File: src/rtl/sram_port_arbiter_if.sv
// sram_port_arbiter_if: I2C strobe, host req/gnt and SRAM pins shared by the arbiter and its environment
// Ports: slave = arbiter view (drives gnt/rdata/mem_*), master = environment view (drives strobes, requests, mem_rdata).
interface sram_port_arbiter_if #(
    parameter int AW = 8,
    parameter int DW = 8
);
    logic          i2c_cs_n;
    logic          i2c_rw;
    logic [AW-1:0] i2c_addr;
    logic [DW-1:0] i2c_wdata;
    logic [DW-1:0] i2c_rdata;
    logic          host_req;
    logic          host_we;
    logic [AW-1:0] host_addr;
    logic [DW-1:0] host_wdata;
    logic          host_gnt;
    logic          host_rvalid;
    logic [DW-1:0] host_rdata;
    logic          mem_en;
    logic          mem_we;
    logic [AW-1:0] mem_addr;
    logic [DW-1:0] mem_wdata;
    logic [DW-1:0] mem_rdata;
    modport slave (
        input  i2c_cs_n, i2c_rw, i2c_addr, i2c_wdata, host_req, host_we, host_addr, host_wdata, mem_rdata,
        output i2c_rdata, host_gnt, host_rvalid, host_rdata, mem_en, mem_we, mem_addr, mem_wdata
    );
    modport master (
        output i2c_cs_n, i2c_rw, i2c_addr, i2c_wdata, host_req, host_we, host_addr, host_wdata, mem_rdata,
        input  i2c_rdata, host_gnt, host_rvalid, host_rdata, mem_en, mem_we, mem_addr, mem_wdata
    );
endinterface

File: src/rtl/sram_port_arbiter.sv
// sram_port_arbiter: shares one single-port SRAM between an I2C strobe port (priority, zero latency) and a host req/gnt port
// Ports: i_ck clock, i_rst sync active-high reset, bus (slave modport) carrying I2C strobe, host req/gnt and SRAM pins.
module sram_port_arbiter #(
    parameter int AW            = 8,
    parameter int DW            = 8,
    parameter int HOST_MAX_WAIT = 4
) (
    input logic                i_ck,
    input logic                i_rst,
    sram_port_arbiter_if.slave bus
);
    typedef enum logic [1:0] {OWN_NONE, OWN_I2C, OWN_HOST} owner_t;
    localparam logic [3:0] MAX_WAIT = 4'(HOST_MAX_WAIT);
    logic          pend_vld_q, pend_vld_d, pend_rw_q, pend_rw_d;
    logic [AW-1:0] pend_addr_q, pend_addr_d;
    logic [DW-1:0] pend_wdata_q, pend_wdata_d;
    logic [3:0]    wait_cnt_q, wait_cnt_d;
    owner_t        owner_q, owner_d;
    logic [DW-1:0] i2c_rdata_q, i2c_rdata_d, host_rdata_q, host_rdata_d;
    logic          host_rvalid_q, host_rvalid_d;
    logic          i2c_new, host_win, capture, issue_host, issue_pend, issue_i2c;
    always_comb begin
        i2c_new    = bus.i2c_cs_n == 1'b0;
        host_win   = bus.host_req && wait_cnt_q == MAX_WAIT;
        issue_host = !i_rst && (host_win || (!pend_vld_q && !i2c_new && bus.host_req));
        issue_pend = !i_rst && !host_win && pend_vld_q;
        issue_i2c  = !i_rst && !host_win && !pend_vld_q && i2c_new;
        // a strobe that cannot go straight to the SRAM parks in pend; pend is refilled in the same cycle it drains
        capture      = i2c_new && (host_win || pend_vld_q);
        pend_vld_d   = capture || (pend_vld_q && !issue_pend);
        pend_rw_d    = capture ? bus.i2c_rw : pend_rw_q;
        pend_addr_d  = capture ? bus.i2c_addr : pend_addr_q;
        pend_wdata_d = capture ? bus.i2c_wdata : pend_wdata_q;
        wait_cnt_d   = (!bus.host_req || issue_host) ? 4'd0 :
                       (wait_cnt_q == MAX_WAIT) ? wait_cnt_q : wait_cnt_q + 4'd1;
        owner_d      = (issue_host && !bus.host_we) ? OWN_HOST :
                       ((issue_pend && pend_rw_q) || (issue_i2c && bus.i2c_rw)) ? OWN_I2C : OWN_NONE;
        i2c_rdata_d   = (owner_q == OWN_I2C) ? bus.mem_rdata : i2c_rdata_q;
        host_rdata_d  = (owner_q == OWN_HOST) ? bus.mem_rdata : host_rdata_q;
        host_rvalid_d = owner_q == OWN_HOST;
    end
    always_ff @(posedge i_ck) begin
        if (i_rst) begin
            pend_vld_q    <= 1'b0;
            pend_rw_q     <= 1'b0;
            pend_addr_q   <= '0;
            pend_wdata_q  <= '0;
            wait_cnt_q    <= 4'd0;
            owner_q       <= OWN_NONE;
            i2c_rdata_q   <= '0;
            host_rdata_q  <= '0;
            host_rvalid_q <= 1'b0;
        end else begin
            pend_vld_q    <= pend_vld_d;
            pend_rw_q     <= pend_rw_d;
            pend_addr_q   <= pend_addr_d;
            pend_wdata_q  <= pend_wdata_d;
            wait_cnt_q    <= wait_cnt_d;
            owner_q       <= owner_d;
            i2c_rdata_q   <= i2c_rdata_d;
            host_rdata_q  <= host_rdata_d;
            host_rvalid_q <= host_rvalid_d;
        end
    end
    assign bus.mem_en      = issue_host || issue_pend || issue_i2c;
    assign bus.mem_we      = issue_host ? bus.host_we : issue_pend ? !pend_rw_q : issue_i2c && !bus.i2c_rw;
    assign bus.mem_addr    = issue_host ? bus.host_addr : issue_pend ? pend_addr_q : bus.i2c_addr;
    assign bus.mem_wdata   = issue_host ? bus.host_wdata : issue_pend ? pend_wdata_q : bus.i2c_wdata;
    assign bus.host_gnt    = issue_host;
    assign bus.host_rvalid = host_rvalid_q;
    assign bus.host_rdata  = host_rdata_q;
    assign bus.i2c_rdata   = i2c_rdata_q;
endmodule

File: src/flat_wrapper.sv
// flat-port wrapper written by rule: the top's interface ports become plain ports
module sram_port_arbiter_flat 
#(
    parameter int AW            = 8,
    parameter int DW            = 8,
    parameter int HOST_MAX_WAIT = 4
)
  (i_ck, i_rst, bus_i2c_cs_n, bus_i2c_rw, bus_i2c_addr, bus_i2c_wdata, bus_host_req, bus_host_we, bus_host_addr, bus_host_wdata, bus_mem_rdata, bus_i2c_rdata, bus_host_gnt, bus_host_rvalid, bus_host_rdata, bus_mem_en, bus_mem_we, bus_mem_addr, bus_mem_wdata);
  sram_port_arbiter_if #(.AW(AW), .DW(DW)) bus_i ();
  input logic i_ck;
  input logic i_rst;
  input wire logic [$bits(bus_i.i2c_cs_n)-1:0] bus_i2c_cs_n;
  input wire logic [$bits(bus_i.i2c_rw)-1:0] bus_i2c_rw;
  input wire logic [$bits(bus_i.i2c_addr)-1:0] bus_i2c_addr;
  input wire logic [$bits(bus_i.i2c_wdata)-1:0] bus_i2c_wdata;
  input wire logic [$bits(bus_i.host_req)-1:0] bus_host_req;
  input wire logic [$bits(bus_i.host_we)-1:0] bus_host_we;
  input wire logic [$bits(bus_i.host_addr)-1:0] bus_host_addr;
  input wire logic [$bits(bus_i.host_wdata)-1:0] bus_host_wdata;
  input wire logic [$bits(bus_i.mem_rdata)-1:0] bus_mem_rdata;
  output wire logic [$bits(bus_i.i2c_rdata)-1:0] bus_i2c_rdata;
  output wire logic [$bits(bus_i.host_gnt)-1:0] bus_host_gnt;
  output wire logic [$bits(bus_i.host_rvalid)-1:0] bus_host_rvalid;
  output wire logic [$bits(bus_i.host_rdata)-1:0] bus_host_rdata;
  output wire logic [$bits(bus_i.mem_en)-1:0] bus_mem_en;
  output wire logic [$bits(bus_i.mem_we)-1:0] bus_mem_we;
  output wire logic [$bits(bus_i.mem_addr)-1:0] bus_mem_addr;
  output wire logic [$bits(bus_i.mem_wdata)-1:0] bus_mem_wdata;
  assign bus_i.i2c_cs_n = bus_i2c_cs_n;
  assign bus_i.i2c_rw = bus_i2c_rw;
  assign bus_i.i2c_addr = bus_i2c_addr;
  assign bus_i.i2c_wdata = bus_i2c_wdata;
  assign bus_i.host_req = bus_host_req;
  assign bus_i.host_we = bus_host_we;
  assign bus_i.host_addr = bus_host_addr;
  assign bus_i.host_wdata = bus_host_wdata;
  assign bus_i.mem_rdata = bus_mem_rdata;
  assign bus_i2c_rdata = bus_i.i2c_rdata;
  assign bus_host_gnt = bus_i.host_gnt;
  assign bus_host_rvalid = bus_i.host_rvalid;
  assign bus_host_rdata = bus_i.host_rdata;
  assign bus_mem_en = bus_i.mem_en;
  assign bus_mem_we = bus_i.mem_we;
  assign bus_mem_addr = bus_i.mem_addr;
  assign bus_mem_wdata = bus_i.mem_wdata;
  sram_port_arbiter #(.AW(AW), .DW(DW), .HOST_MAX_WAIT(HOST_MAX_WAIT)) u_core (.i_ck(i_ck), .i_rst(i_rst), .bus(bus_i));
endmodule
File: config.mk
export PLATFORM = sky130hd
export DESIGN_NAME = sram_port_arbiter_flat
export DESIGN_NICKNAME = d
export VERILOG_FILES = /design/src/rtl/sram_port_arbiter_if.sv /design/src/rtl/sram_port_arbiter.sv /design/src/flat_wrapper.sv
export SDC_FILE = /design/constraint.sdc
export NUM_CORES = 1
export LEC_CHECK = 0
export BUFFER_PORTS_ARGS = -buffer_cell sky130_fd_sc_hd__buf_4
export CAP_MARGIN = 20
export CORE_MARGIN = 2
export CORE_UTILIZATION = 47
export CTS_BUF_LIST = sky130_fd_sc_hd__clkbuf_16
export DETAILED_ROUTE_END_ITERATION = 8
export PLACE_DENSITY_LB_ADDON = 0.15
export SLEW_MARGIN = 20
export SYNTH_ARGS = -nofsm -noshare
export SYNTH_HDL_FRONTEND = slang
export SYNTH_SLANG_ARGS = --single-unit
export TNS_END_PERCENT = 50
File: constraint.sdc
create_clock -name i_ck -period 2.4 [get_ports i_ck]
set_clock_uncertainty 0.2 [all_clocks]
set_input_delay 0.12 -clock i_ck [delete_from_list [all_inputs] [get_ports i_ck]]
set_output_delay 0.12 -clock i_ck [all_outputs]
set_load 0.05 [all_outputs]
==> results.py <==
metrics = {
    "finish": {
        "drive_gt1_frac": 0.3021,
        "areaGrowthSynthToFinish_pct": 53.74,
        "fin_cells": 391,
        "nNetsFinal": 388,
        "multiInputGateArea_um2": 972.2,
        "fill_cells": 308,
        "final-seq-area_um2": 823.3,
        "n_antenna_cell": 0,
    },
    "logic_synthesis": {
        "syn-mean-instance-area_um2": 8.149,
        "ys_seq_area_frac": 0.4268,
        "yosys.area.top_type": "dfxtp_1",
        "ys_types": 29,
        "synth_edf_count": 0,
        "yosysTopAreaCellShare": 0.4268,
        "syn-num-nets": 284,
        "async_flop_share": 0,
        "netlist_area_um2": 1923,
        "synth_top_cells_by_area": "dfxtp_1 (43%), nand2_1 (13%), mux2i_1 (12%)",
        "synth.most_common_cell": "nand2_1",
        "ys_ff_latch": 41,
        "synthCells": 236,
        "ys_warn_count": 0,
        "synth_common_cells": "nand2_1 (67), dfxtp_1 (41), a21oi_1 (26)",
        "synth_ff_type": "dfxtp_1",
    },
    "clocking": {
        "cts_buffers": 5,
        "cts_sinks": 41,
        "clock_path_buffers": 2,
        "clk_pin_slew_ps": 60,
        "cts_tree": "yes",
        "insertion_delay_ps": 280,
        "h-tree-depth": 2,
        "cts_root_buf": "clkbuf_16",
    },
    "worst_setup_path": {
        "critPathLaunchType": "flip-flop",
        "crit_path_max_fanout": 27,
        "cp-end-kind": "primary output",
        "worstSetupPathType": "flip-flop to primary output",
        "crit_arrival_ps": 1980,
        "crit_required_ps": 2080,
    },
    "grt": {
        "top_usage_layer": "met2",
        "grt_max_degree": 39,
        "grt_pass1_wl_um": 7038,
        "antenna_found_initial": 0,
        "grtUsageMet3": 0.06579,
        "grt_pass1_vias": 1571,
        "grt_use_met2": 0.3325,
        "grtUsageMet1": 0.2492,
        "grt_remaining_overflow": 0,
        "track_usage": 0.2024,
    },
    "floorplan": {
        "fp.dieArea_um2": 4619,
        "die_w_um": 67.97,
        "fp.coreArea_um2": 3971,
        "die_h_um": 67.97,
        "rows": 23,
        "initial_core_util": 0.4842,
        "ios": 82,
    },
    "hold_path": {
        "hold_class": "input port to flip-flop",
    },
    "timing": {
        "setup_ws_ps": 103.1,
        "slew_headroom": 0.6395,
        "tightestPinTransition_ps": 540.8,
        "fmax_mhz": 435.4,
        "setup_viol_count_final": 0,
        "final.min_clock_period_ps": 2297,
        "period_share": 0.9570,
        "rsz0062_at_grt": "no",
        "finalMaxSlewViolations": 0,
        "hold_violations": 0,
    },
    "power_and_ir_drop": {
        "finalPower_mw": 1.677,
        "ir_drop_uv": 502.6,
        "leakagePower_nw": 1.390,
        "power.density_nw_per_um2": 567.2,
    },
    "run": {
        "maxCapViolCount": 0,
    },
    "status": {
        "run_status": "finished clean",
    },
    "routing": {
        "post_drt_wl_per_cell_um": 11.74,
        "drtPass1Iterations": 4,
        "drt-total-wl_um": 4592,
        "drt-initial-drc-count": 122,
        "drc": 0,
        "viasPerCell": 4.747,
        "num_vias": 1856,
        "ant_nets": 0,
    },
    "placement": {
        "place_ws_ps": 228.4,
        "place_congestion": 0.7780,
        "port_buffers": 81,
        "dpl.hpwl_um": 2933,
        "dp.cells": 354,
    },
}
cells in the final DEF, fill, tap and decap left out, types with 2 or more instances in the layout:
cell type | Yosys | layout
dfxtp_1 | 41 | 39
nand3_1 | 4 | 4
inv_1 | 6 | 5
dlygate4sd3_1 | 0 | 27
clkbuf_16 | 0 | 5
mux2i_1 | 24 | 24
clkinv_4 | 0 | 2
nand2b_1 | 3 | 3
a21oi_1 | 26 | 26
nand2_1 | 67 | 67
nor2_1 | 17 | 17
buf_4 | 3 | 82
dfxtp_2 | 0 | 2
o21ai_0 | 9 | 6
nor2b_1 | 3 | 3
buf_6 | 3 | 2
o21ai_1 | 8 | 11
layout make-up:
class / count / area share
Clock buffer: 5 / 0.04232
Clock inverter: 3 / 0.007617
Sequential cell: 41 / 0.2785
Multi-Input combinational cell: 174 / 0.3288
Inverter: 6 / 0.007617
Tap cell: 50 / 0.02116
Timing Repair Buffer: 112 / 0.3140
timing repair:
action / CTS / global route
endpoints found under the setup margin: 13 / 15
hold endpoints to repair: 36 / 0
setup buffers: 0 / 2
resized for setup: 2 / 7
hold buffers: 27 / 0
pin swaps: 1 / 1
path summary, 6_finish.rpt:
path                                      startpoint                      end  slack [ps]  cells after the start
worst max register to register  u_core.wait_cnt_q[0]   u_core.pend_wdata_q[7]         620                      6
worst min register to register  u_core.wait_cnt_q[0]     u_core.wait_cnt_q[0]         240                      1
worst min-delay path                           i_rst  u_core.bus.i2c_rdata[2]          40                      2
worst max-delay path            u_core.wait_cnt_q[0]         bus_mem_wdata[5]         100                      8
power breakdown:
group	internal, mW	switching, mW	leakage, nW	total (mW)
clock network	0.386	0.257	0.0738	0.643
registers	0.691	0.00555	0.332	0.696
logic	0.144	0.194	0.984	0.338
total	1.22	0.457	1.39	1.68
critical path, cell delays in order, from the launching register on:
cell and delay, ps:
dfxtp_2 350, inv_1 50, ha_2 210, and3b_1 210, o21ai_2 200, inv_2 90
buf_6 180, o21ai_1 180, buf_4 230
logic make-up (layout without fill, tap and decap cells):
logic type | Yosys count | in the layout | synth area share
buf+inv | 21 | 126 | 0.06896
mux | 24 | 24 | 0.1249
simple gates | 99 | 99 | 0.2225
compound gates | 48 | 48 | 0.1386
flops | 41 | 41 | 0.4268
fa+ha+maj | 3 | 3 | 0.01822
sequential cells by signal, indices dropped and copies added, names as in the netlist:
| register | cells |
|---|---|
| u_core.owner_q | 2 |
| u_core.pend_rw_q | 1 |
| u_core.pend_wdata_q | 8 |
| u_core.bus.host_rdata | 8 |
| u_core.wait_cnt_q | 4 |
| u_core.bus.i2c_rdata | 8 |
| u_core.pend_addr_q | 8 |
| u_core.pend_vld_q | 1 |
| u_core.bus.host_rvalid | 1 |
metrics by stage:
| stage | utilization | TNS, ps | cell area (um^2) | hold slack, ps |
|---|---|---|---|---|
| 2_1_floorplan | - | -2038 | 1923 | 4.250 |
| 5_1_grt | 0.7445 | 0 | 2957 | 55.82 |
| 4_1_cts | 0.7385 | 0 | 2933 | 39.94 |
| 6_report | 0.7445 | 0 | 2957 | 44.10 |
| 3_5_place_dp | 0.6323 | 0 | 2511 | 94.60 |
| 3_3_place_gp | 0.6323 | 0 | 2511 | 94.81 |
layer usage:
layer  wire, um  part of all wire  up-vias
li1           -                 -      993
met1       2050              0.45      804
met2       2237              0.49       53
met3        236             0.051        6
met4         68             0.015        0
met5          0                 0        -
No activity file was read; power rests on OpenSTA's default activity.
